File: src/rtl/booth_pkg.sv
// Shared types and constants for the Booth multiplier arbiter slice.
package booth_pkg;

  typedef enum logic [1:0] {
    IDLE,
    START,
    WAIT,
    RESP
  } arb_state_t;

  // Cycles from the multiplier sampling start to its finish pulse, measured from accept.
  function automatic int unsigned mul_latency(input int unsigned n);
    return 2 * n + 2;
  endfunction

endpackage

File: src/rtl/rr_arbiter.sv
// Combinational round-robin picker: first set request after `last`, modulo R.
module rr_arbiter #(
  parameter int unsigned R  = 4,
  parameter int unsigned RW = $clog2(R)
) (
  input  logic [R-1:0]  req,
  input  logic [RW-1:0] last,
  input  logic          en,
  output logic [R-1:0]  grant,
  output logic [RW-1:0] grant_idx
);

  logic [RW-1:0] idx;
  logic          found;

  always_comb begin
    grant     = '0;
    grant_idx = '0;
    found     = 1'b0;
    idx       = '0;
    for (int unsigned i = 1; i <= R; i++) begin
      idx = RW'((32'(last) + i) % R);
      if (en && !found && req[idx]) begin
        found      = 1'b1;
        grant[idx] = 1'b1;
        grant_idx  = idx;
      end
    end
  end

endmodule

File: src/rtl/booth_mult_arbiter.sv
// Round-robin scheduler sharing one Booth multiplier between R requesters,
// with a watchdog that returns an error response if the multiplier never finishes.
module booth_mult_arbiter
  import booth_pkg::*;
#(
  parameter int unsigned N       = 8,
  parameter int unsigned R       = 4,
  parameter int unsigned RW      = $clog2(R),
  parameter int unsigned TIMEOUT = mul_latency(N) + 2
) (
  input  logic           i_clk,
  input  logic           i_rst_n,
  input  logic [R-1:0]   i_req_valid,
  output logic [R-1:0]   o_req_ready,
  input  logic [R*N-1:0] i_req_a,
  input  logic [R*N-1:0] i_req_b,
  output logic [R-1:0]   o_rsp_valid,
  input  logic [R-1:0]   i_rsp_ready,
  output logic [2*N-1:0] o_rsp_result,
  output logic           o_rsp_error,
  output logic           o_mul_start,
  output logic [N-1:0]   o_mul_multiplier,
  output logic [N-1:0]   o_mul_multiplicand,
  input  logic [2*N-1:0] i_mul_result,
  input  logic           i_mul_finish,
  output logic           o_busy
);

  localparam int unsigned CW = $clog2(TIMEOUT) + 1;

  arb_state_t     state;
  logic [RW-1:0]  last;
  logic [RW-1:0]  gidx;
  logic [RW-1:0]  grant_idx;
  logic [R-1:0]   grant;
  logic [N-1:0]   op_a;
  logic [N-1:0]   op_b;
  logic [2*N-1:0] result;
  logic           error;
  logic [CW-1:0]  cnt;
  logic           arb_en;

  // Reset gates the accept pulse so ready is 0 while reset is held.
  assign arb_en = (state == IDLE) && i_rst_n;

  rr_arbiter #(
    .R  (R),
    .RW (RW)
  ) u_rr (
    .req       (i_req_valid),
    .last      (last),
    .en        (arb_en),
    .grant     (grant),
    .grant_idx (grant_idx)
  );

  always_ff @(posedge i_clk or negedge i_rst_n) begin
    if (!i_rst_n) begin
      state  <= IDLE;
      last   <= RW'(R - 1);
      gidx   <= '0;
      op_a   <= '0;
      op_b   <= '0;
      result <= '0;
      error  <= 1'b0;
      cnt    <= '0;
    end else begin
      unique case (state)
        IDLE: begin
          if (|grant) begin
            op_a  <= i_req_a[grant_idx*N +: N];
            op_b  <= i_req_b[grant_idx*N +: N];
            gidx  <= grant_idx;
            state <= START;
          end
        end
        START: begin
          cnt   <= '0;
          state <= WAIT;
        end
        WAIT: begin
          if (i_mul_finish) begin
            result <= i_mul_result;
            error  <= 1'b0;
            state  <= RESP;
          end else if (cnt == CW'(TIMEOUT - 1)) begin
            result <= '0;
            error  <= 1'b1;
            state  <= RESP;
          end else begin
            cnt <= cnt + 1'b1;
          end
        end
        RESP: begin
          if (i_rsp_ready[gidx]) begin
            last  <= gidx;
            state <= IDLE;
          end
        end
        default: state <= IDLE;
      endcase
    end
  end

  always_comb begin
    o_rsp_valid = '0;
    if (state == RESP) o_rsp_valid[gidx] = 1'b1;
  end

  assign o_req_ready        = grant;
  assign o_rsp_result       = (state == RESP) ? result : '0;
  assign o_rsp_error        = (state == RESP) && error;
  assign o_mul_start        = (state == START);
  assign o_mul_multiplier   = op_a;
  assign o_mul_multiplicand = op_b;
  assign o_busy             = (state != IDLE);

endmodule

File: config.mk
export PLATFORM = sky130hd
export DESIGN_NAME = booth_mult_arbiter
export DESIGN_NICKNAME = d
export VERILOG_FILES = /design/src/rtl/booth_pkg.sv /design/src/rtl/rr_arbiter.sv /design/src/rtl/booth_mult_arbiter.sv
export SDC_FILE = /design/constraint.sdc
export NUM_CORES = 1
export LEC_CHECK = 0
export ABC_AREA = 0
export CAP_MARGIN = 20
export CORE_UTILIZATION = 40
export CTS_CLUSTER_SIZE = 30
export DETAILED_ROUTE_END_ITERATION = 12
export GPL_TIMING_DRIVEN = 1
export PLACE_DENSITY = 0.77
export SYNTH_ARGS = -nofsm -noshare
export SYNTH_HDL_FRONTEND = slang
export SYNTH_SLANG_ARGS = --single-unit
File: constraint.sdc
create_clock -name i_clk -period 2.8 [get_ports i_clk]
set_input_delay 0.28 -clock i_clk [delete_from_list [all_inputs] [get_ports i_clk]]
set_output_delay 0.28 -clock i_clk [all_outputs]
set_load 0.05 [all_outputs]
---- After elaboration in Yosys (flattened, before gate mapping) ----
Cells that the tools add are included.
word-level totals
  register bits ........................... 45
  bits of input ports ..................... 91
  logic and storage cells ................. 109
  output and inout port bits .............. 43
cells by class
  muxes and demuxes ....................... 45
  equality and inequality tests ........... 9
  bitwise logic cells ..................... 3
  add/sub/neg operators ................... 5
  shifts and indexed selects .............. 2
  reduce and logical (&&, ||, !) cells .... 27
  magnitude comparators ................... 10
operator list
  operator                                             count
  variable part select 32 x 6 -> 8 bit                 2
  two-way mux 16 bit                                   3
  two-way mux 4 bit                                    5
  two-way mux 2 bit                                    8
  < comparator 2 x 3 -> 1 bit, second input constant   5
  two-way mux 1 bit                                    15
  logical AND 1 bit                                    14
  two-way mux 6 bit                                    2
  OR 4 bit                                             3
  case mux 6 bit (2 select lines)                      1
  binary-select mux 1 bit (select 2 bit)               5
  demux 1 bit (select 2 bit)                           5
  >= comparator 2 x 1 -> 1 bit, second input constant  5
  case mux 2 bit (4 select lines)                      1
  adder 6 x 1 -> 6 bit, second input constant          1
  == test 6 x 5 -> 1 bit, second input constant        1
  != test 2 bit, second input constant                 3
  AND reduction 2 bit                                  3
  AND reduction 3 bit                                  2
  nonzero test 2 bit                                   3
  adder 2 x 1 -> 2 bit, second input constant          2
  adder 2 bit, second input constant                   2
  == test 2 bit, second input constant                 2
  OR reduction 4 bit                                   1
  other kinds (5)                                      7

---- Logic depth before layout (Yosys ltp) ----
  word-level depth ........................ 20
  mapped depth ............................ 12
  gate-level depth less buffers ........... 8

---- Hierarchy ----
Synthesis repeated with hierarchy kept, for this count alone.
second synthesis, totals
  cell total of the unflattened synthesis .. 273
  area, all modules ....................... 2984.1 um^2
by module, submodules not included
  module              cells an instance  area each (um^2)  seq. area each (um^2)  instances
  booth_mult_arbiter  219                2497.4            1128.6                 1
  rr_arbiter          54                 486.7             0.0                    1

---- Worst setup path after synthesis ----
Ideal clock, no wire load.
  kind .................................... reg2out
  from .................................... reg last[0]
  to ...................................... out o_req_ready[0]
  data arrival time ....................... 2.829 ns
  slack ................................... -0.309 ns
  cell stages (with the launch flop) ...... 11
  required time ........................... 2.520 ns
  buffers on the path ..................... 3
  cells stage by stage .................... dfstp_2 -> buf_6 -> buf_2 -> inv_1 -> ha_1 -> buf_6 -> mux4_2 -> nor2_1 -> a22oi_1 -> o21a_1 -> nor2_1
between the ends
  longest elaborated chain between the ends .. 17
  elaborated cells on any way between the ends .. 52
  those cells by class .................... add/sub: 4; order compare: 8; mux: 23; bitwise: 3; reduce/logical: 14
ends and longest elaborated chain
  what                                                                  RTL line                  text
  start: declaration                                                    booth_mult_arbiter.sv:32  logic [RW-1:0] last;
  start signal: assignment                                              booth_mult_arbiter.sv:60  last <= RW'(R - 1);
  start signal: assignment                                              booth_mult_arbiter.sv:96  last <= gidx;
  branches (longest 16 deep; another with < comparator 2 x 3 -> 1 bit)  n/a
  two-way mux 4 bit (*)                                                 rr_arbiter.sv:23          if (en && !found && req[idx]) begin
  end: declaration                                                      booth_mult_arbiter.sv:14  output logic [R-1:0] o_req_ready,
Every way passes the cells marked *. The select of a mux whose other input is x is not followed.

---- Worst setup path in the final report ----
  from .................................... reg last[1]
  to ...................................... out o_req_ready[3]
Same word-level chain as after synthesis.

==> results.cfg <==
[setup_path]
cp-start-kind = flop
reg2regPathDepth = 7
crit_required_ps = 2520
worst-endpoint-arrival_ps = 2400
crit_path_max_fanout = 8
cp-end-kind = output pin
critical_path_class = reg -> out

[finish]
drive_above_1_share_pct = 18.8
nets = 600
final_cell_count_no_fill = 602
synthToLayoutAreaGrowth_pct = 49.7
final_area_mm2 = 0.00518

[die]
dieArea_mm2 = 0.00904
coreArea_mm2 = 0.00830
num_rows = 33
io-pin-count = 134
die_w_um = 95.1
start_util_pct = 41.7
fp.dieH_um = 95.1

[global_route]
grt_pass1_wl_um = 15700
grt_max_degree = 52
grt_overflow_total = 0
antenna_found_initial = 1
grt_usage_pct = 22.5
grt_pass1_vias = 3254

[place]
dp_hpwl_um = 7540
io_buffers = 133
place_area_mm2 = 0.00496
gp_congestion = 0.848
place_inst = 586
place_ws_ps = -159

[synth]
synth_edf_count = 0
synth_top_area_share_pct = 31.1
yosysUniqueCellTypes = 61
synthArstFlopShare_pct = 100
netlist_top_cells_area = dfrtp_1 31%, and3_1 6.0%, ha_1 5.1%
synth.yosys.seq_area_share_pct = 32.6
synth_fp_nets = 465
yosysTopAreaCell = dfrtp_1
ys_ff_latch = 45
synth_area_per_cell_um2 = 9.62
syn_area_mm2 = 0.00346
ys_warn_count = 0
synth_flop_cell = dfrtp_1
syn_inst = 360

[outcome]
status = complete, no violations

[power_and_ir_drop]
p_per_area_mw_per_mm2 = 987
power_leakage_nw = 2.16
peakVddDrop_mv = 0.476

[min_path]
hp-class = in -> async

[route]
first_pass_iters = 5
drc_errors = 0
viasPerCell = 5.60
num_vias = 3370
routed_wirelength_um = 9890
ant_nets = 0
drt_first_iter_violations = 190
wire_per_inst_um = 16.4

[sta]
fin_crit_ps = 2680
finalCritPeriodShare_pct = 95.9
finalSetupViolations = 0
slew_viol_final = 0
relSlewSlack_pct = 57.2
hold_violations = 0
worst_slew_pin_slew_ps = 638
fin_skew_ps = 13.7
fmax_mhz = 373
rsz0062_at_grt = no
setup_slack_ps = 116

[clock_network]
path_clk_slew_ps = 100
cts_tree = yes
hold_buffers = 0
worstSkewPairLatency_ps = 300
clkSinkCount = 45
clockBufferDepth = 2
htree_num_levels = 2
numCtsBuffers = 5
cts-root-buf = clkbuf_8

[run]
drv_cap = 0
sequential cells by signal, indices dropped and copies added, names as in the netlist:
signal / cells
cnt: 6
error: 1
gidx: 2
last: 2
o_mul_multiplicand: 8
o_mul_multiplier: 8
result: 16
state: 2
final cells by class:
cell class / count / area [µm²]
inverter: 9 / 38.8
fill: 686 / 3110
sequential: 45 / 1130
clock inverter: 3 / 48.8
timing repair buffer: 157 / 1570
clock buffer: 5 / 68.8
multi-input combinational: 277 / 2200
antenna: 1 / 2.50
tap: 105 / 131
worst max-delay path: stages, from the launching register on:
cell	delay [ps]
dfstp_2	530
inv_1	60
ha_4	280
buf_6	120
mux4_2	430
nor2_4	200
a22oi_2	70
o21a_1	150
nor2_4	140
buf_12	140
power by group:
group	leakage [nW]	switching [W]	internal, W
combinational	1.53	0.00211	0.00140
sequential	0.570	0.000169	0.000920
clock	0.0563	0.000238	0.000272
total	2.16	0.00252	0.00260
cell families after synthesis:
kind of cell / after synthesis / synth area share [%]
DFF: 45 / 32.6
muxes: 11 / 4.44
buffers and inverters: 39 / 6.43
adders and majority gates: 14 / 5.06
and+or+nand+nor: 133 / 21.0
AOI/OAI and AO/OA: 116 / 30.0
xor gates and xnor gates: 2 / 0.506
Yosys cell counts, types with 2 or more instances:
cell type,instances
a21o_1,2
mux2i_1,3
buf_2,5
o21ai_1,5
nand3_1,4
clkbuf_1,13
a21oi_1,6
o21a_1,4
ha_1,14
nand2b_1,2
and3_1,33
nor4_1,2
a22o_1,17
dfstp_2,2
nor3_1,4
xnor2_1,2
nand4_1,2
nor2b_1,2
o31ai_2,10
and3b_1,2
o31ai_1,7
a22oi_1,8
and2_1,19
nand2_1,39
nor2_1,15
mux4_2,3
a211oi_1,22
buf_4,5
o21ai_0,7
nor3b_1,2
inv_1,8
mux2_2,5
a211oi_2,11
buf_6,6
dfrtp_1,43
stage by stage:
step	total power [W]	setup TNS [ps]	util, %	hold slack (ps)
finish	0.00512	0	62.5	107
global route	0.00545	0	62.4	149
CTS	0.00502	0	61.4	118
detailed placement	0.00448	-1800	59.8	456
global placement	0.00439	-1210	59.8	443
floorplan	0.00352	0	-	-15.6
repair_timing:
item	CTS	global route
endpoints found under the hold margin	0	0
setup endpoints to repair	19	35
gates cloned	1	0
gates resized for setup	1	8
pin swaps	1	3
setup buffers	0	5
layout by cell type (no fill, tap or decap), drive strengths merged, types with 2 or more instances in the layout:
master,synthesis,layout
o31ai,17,17
a22o,17,17
buf,16,29
nor2b,2,2
nor3,4,4
and3b,2,2
mux2,5,5
nor3b,3,3
mux2i,3,3
mux4,3,3
nand4,2,2
ha,14,14
xnor2,2,2
o21a,4,4
o41ai,2,2
o21ai,14,14
and3,33,33
clkdlybuf4s50,0,128
nor2,15,15
nand3,4,4
nand2b,2,2
nand2,40,40
dfrtp,43,43
a211oi,33,33
a21oi,6,6
clkbuf,14,5
nor4,3,4
and2,19,19
dfstp,2,2
a21o,2,2
a22oi,8,8
inv,8,9
worst paths after layout:
| path | startpoint | endpoint | slack, ps |
|---|---|---|---|
| min in group i_clk | o_mul_multiplicand[1]$_DFFE_PN0P_ | o_mul_multiplicand[1]$_DFFE_PN0P_ | 480 |
| min reg2reg | o_mul_multiplicand[1]$_DFFE_PN0P_ | o_mul_multiplicand[1]$_DFFE_PN0P_ | 480 |
| max in group asynchronous | i_rst_n | gidx[1]$_DFFE_PN0P_ | 2270 |
| max | last[1]$_DFFE_PN1P_ | o_req_ready[3] | 120 |
| min | i_rst_n | result[2]$_DFFE_PN0P_ | 110 |
| max reg2reg | last[0]$_DFFE_PN1P_ | state[0]$_DFFE_PN0P_ | 310 |
routing by layer:
metal / vias up / global-route usage [%] / share of wire (%)
li1: 1630 / - / -
met1: 1608 / 28.7 / 42
met2: 114 / 37.9 / 50
met3: 18 / 4.23 / 5.5
met4: 0 / 8.08 / 2.4
met5: - / 0 / 0
(Power assumes the default switching activity.)
